## config.mk

```make
export PLATFORM = sky130hd
export DESIGN_NAME = lfsr8
export DESIGN_NICKNAME = d
export VERILOG_FILES = /design/src/rtl/game_pkg.sv /design/src/rtl/lfsr8.sv
export SDC_FILE = /design/constraint.sdc
export NUM_CORES = 1
export LEC_CHECK = 0
export ABC_AREA = 1
export BUFFER_PORTS_ARGS = -buffer_cell sky130_fd_sc_hd__buf_2
export CORE_AREA = 2 2 39 41
export DETAILED_ROUTE_END_ITERATION = 10
export DIE_AREA = 0 0 41 43
export GPL_TIMING_DRIVEN = 0
export SLEW_MARGIN = 25
export SYNTH_ARGS = -nofsm -noshare
export SYNTH_HDL_FRONTEND = slang
export SYNTH_SLANG_ARGS = --single-unit
export TNS_END_PERCENT = 50
```

## constraint.sdc

```tcl
create_clock -name clk -period 1.08 [get_ports clk]
set_clock_uncertainty 0.1 [all_clocks]
set_input_delay 0.216 -clock clk [delete_from_list [all_inputs] [get_ports clk]]
set_output_delay 0.216 -clock clk [all_outputs]
set_load 0.005 [all_outputs]
```

## src/rtl/game_pkg.sv

```systemverilog
// Shared definitions for the memory-game sequence checker.
//   state_e        : FSM state encoding
//   LFSR_TAPS      : feedback tap mask for the 8-bit Fibonacci LFSR
//   colour_onehot  : 2-bit colour index -> one-hot LED/switch pattern
package game_pkg;

  typedef enum logic [2:0] {
    IDLE,
    GEN,
    SHOW_ON,
    SHOW_OFF,
    WAIT_INPUT,
    HALT
  } state_e;

  // x^8 + x^6 + x^5 + x^4 + 1, shifting left: feedback from bits 7,5,4,3
  localparam logic [7:0] LFSR_TAPS = 8'hB8;

  function automatic logic [3:0] colour_onehot(input logic [1:0] c);
    colour_onehot = 4'b0001 << c;
  endfunction

endpackage

```

## src/rtl/lfsr8.sv

```systemverilog
// Free-running 8-bit Fibonacci LFSR, loaded with SEED on reset.
//   clk      : clock
//   reset_n  : synchronous active-low reset
//   state_o  : current LFSR state
module lfsr8
  import game_pkg::*;
#(
  parameter logic [7:0] SEED = 8'hA5
) (
  input  logic       clk,
  input  logic       reset_n,
  output logic [7:0] state_o
);

  logic [7:0] state_q, state_d;

  assign state_d = {state_q[6:0], ^(state_q & LFSR_TAPS)};

  always_ff @(posedge clk) begin
    if (!reset_n) state_q <= SEED;
    else          state_q <= state_d;
  end

  assign state_o = state_q;

endmodule

```

==> impl_metrics.csv <==
group,metric,value,unit
global_routing,grt_pass1_wl,821,µm
floorplanning,die_w,41,µm
synth,synth_top_area_share,47.23,%
cts,clock_path_buffers,2,
synth,ys_seq_elements,8,
power,seqPwrFrac,51.2,%
cts,cts_root_buf,"clkbuf_4",
routing,avgRoutedWirePerCell,7.452,µm
cts,h-tree-depth,1,
global_routing,grt_max_degree,9,
floorplanning,core_area,1384,µm²
synth,synthTopCellsByArea,"dfxtp_1, nand2_1, buf_4",
sta,rsz0062_at_grt,"yes",
sta,slew_viol_final,0,
cts,cts_buffers,3,
placement,portBuffers,8,
power,swShare,22.31,%
layout,largest_reg_flops,8,
sta,maxClockFrequency,0.9084,GHz
setup_path,critPathCaptureType,"output port",
synth,synth_cell_types,6,
cts,clk_latency,0.24,ns
synth,seq_area_frac_synth,47.23,%
routing,initialDrtViolationCount,2,
cts,cts_tree,"done",
setup_path,worst_ep_required_time,0.76,ns
floorplanning,die_h,43,µm
layout,fin_nets,61,
layout,antenna_cells,0,
worst_hold_path,min_path_type,"in2reg",
sta,hold_violations,0,
flow_run,maxCapViolations,0,
layout,utilization,33.09,%
global_routing,grt-ovfl-total,0,
setup_path,crit_arrival,0.78,ns
synth,syn-num-nets,50,
layout,drive_gt1_share,43.86,%
sta,worstMarginPinSlew,0.1435,ns
sta,setup_ws,-0.02078,ns
setup_path,critPathSlowestCell,"dfxtp_2",
routing,remaining_drc_errors,0,
placement,globalplace.congestion,0.6435,
sta,fin_crit_sh,101.9,%
sta,fin_setup_tns,-0.02483,ns
setup_path,start_kind,"flip-flop",
placement,hpwl,393.6,µm
setup_path,crit_type,"reg2out",
power,power_frac_clock,31.9,%
power,vdd_drop_max,0.4655,mV
routing,firstDrtPassIters,2,
routing,ant_nets,0,
layout,syn2layout_area_growth,35.06,%
sta,setup_violations,2,
power,power_switching,0.1489,mW
synth,yosys.area.top_type,"dfxtp_1",
floorplanning,pin_count,10,
cts,cts_sinks,8,
run_status,violations,"setup timing",
routing,wl,544,µm
global_routing,antenna_found_initial,0,
power,power_density,1458,nW/µm²
synth,syn_avg_cell_area,7.064,µm²
power,intPower,0.5187,mW
setup_path,cp_max_fo,2,
synth,synthCells,48,
setup_path,critPathMaxStageDelay,0.31,ns
global_routing,track_usage,7.754,%
power,p_leak,0.2705,nW
sta,final.min_clock_period,1.101,ns
synth,ys.warnings.count,0,
run_status,status,"finished, violations left",
cts,clk_pin_slew,0.05,ns
setup_path,critical_path.cell_chain,"buf_4 -> buf_2",
floorplanning,rows,14,
sta,relSlewSlack,90.43,%
power,finalPower,0.6676,mW
global_routing,grt_pass1_vias,213,
synth,syn_area,339.1,µm²
floorplanning,start_util,24.50,%
floorplanning,die_area,1763,µm²
routing,vias,267,
power,p_comb_share,16.9,%
routing,vias_per_cell,3.658,
-- cells by family after synthesis --
| group | synth area share, % |
|---|---|
| buffers and inverters | 28.04 |
| DFF | 47.23 |
| and+or+nand+nor | 24.72 |
-- placed cells by master (no fill, tap or decap), drive strengths merged --
master	netlist	final
buf	8	14
nand3	1	1
clkbuf	0	3
nand2	21	21
inv	10	10
dfxtp	8	8
-- per-stage QoR --
step           hold WS [ns]  cells  worst slack, ns  instance area (µm²)
3_5_place_dp         0.3266     72           0.1696                399.1
3_3_place_gp         0.3254     72           0.1746                399.1
5_1_grt              0.1345     73         -0.04497                457.9
6_report             0.1196     73         -0.02078                457.9
4_1_cts              0.1143     75         -0.03270                446.7
2_1_floorplan        0.3044     48           0.2437                339.1
-- per-layer routing --
metal	global-route usage, %	part of all wire, %	vias to the layer above
li1	-	-	145
met5	0	0	-
met1	9.091	45	117
met2	8.750	52	5
met4	10.00	0	0
met3	3.141	2.6	0
-- repair_timing --
action / in CTS / in global routing
endpoints found under the setup margin: 7 / 5
gates resized for setup: 8 / 7
hold endpoints to repair: 0 / 0
setup buffers: 3 / 0
hold buffers: 0 / 0
-- cell type report --
class	instances	area (µm²)
multi-input cells	22	83.83
flip-flops and latches	8	170.2
plain buffers	3	23.77
well taps	16	20.02
inverters	10	37.54
clock buffers	3	22.52
repair buffers	11	100.1
fillers	157	925.9
-- Yosys cell counts --
cell,number
nand2_1,21
inv_1,10
dfxtp_1,8
buf_4,7
buf_2,1
nand3_1,1
-- critical path: cells and delay by family (launching register included) --
family,cells,cell delay [ns]
flops,1,0.31
buf+inv,2,0.23
-- power groups by stage --
stage                     sequential, mW  clock [mW]  combinational [mW]
after global routing               0.346       0.237               0.126
after floorplan                    0.339           0              0.0691
final                              0.342       0.213               0.113
after CTS                          0.338       0.227               0.110
after detailed placement           0.344           0              0.0963
after global placement             0.343           0              0.0943
-- path summary, 6_finish.rpt --
check                           cells after the start  slack, ns         end  startpoint
worst max-delay path                                2      -0.02  state_o[6]  state_o[6]
worst min-delay path                                2       0.12  state_o[2]     reset_n
worst max register to register                      6       0.14  state_o[0]  state_o[5]
worst min register to register                      2       0.33  state_o[7]  state_o[6]
Note: power is estimated with default switching activity, not from simulation.
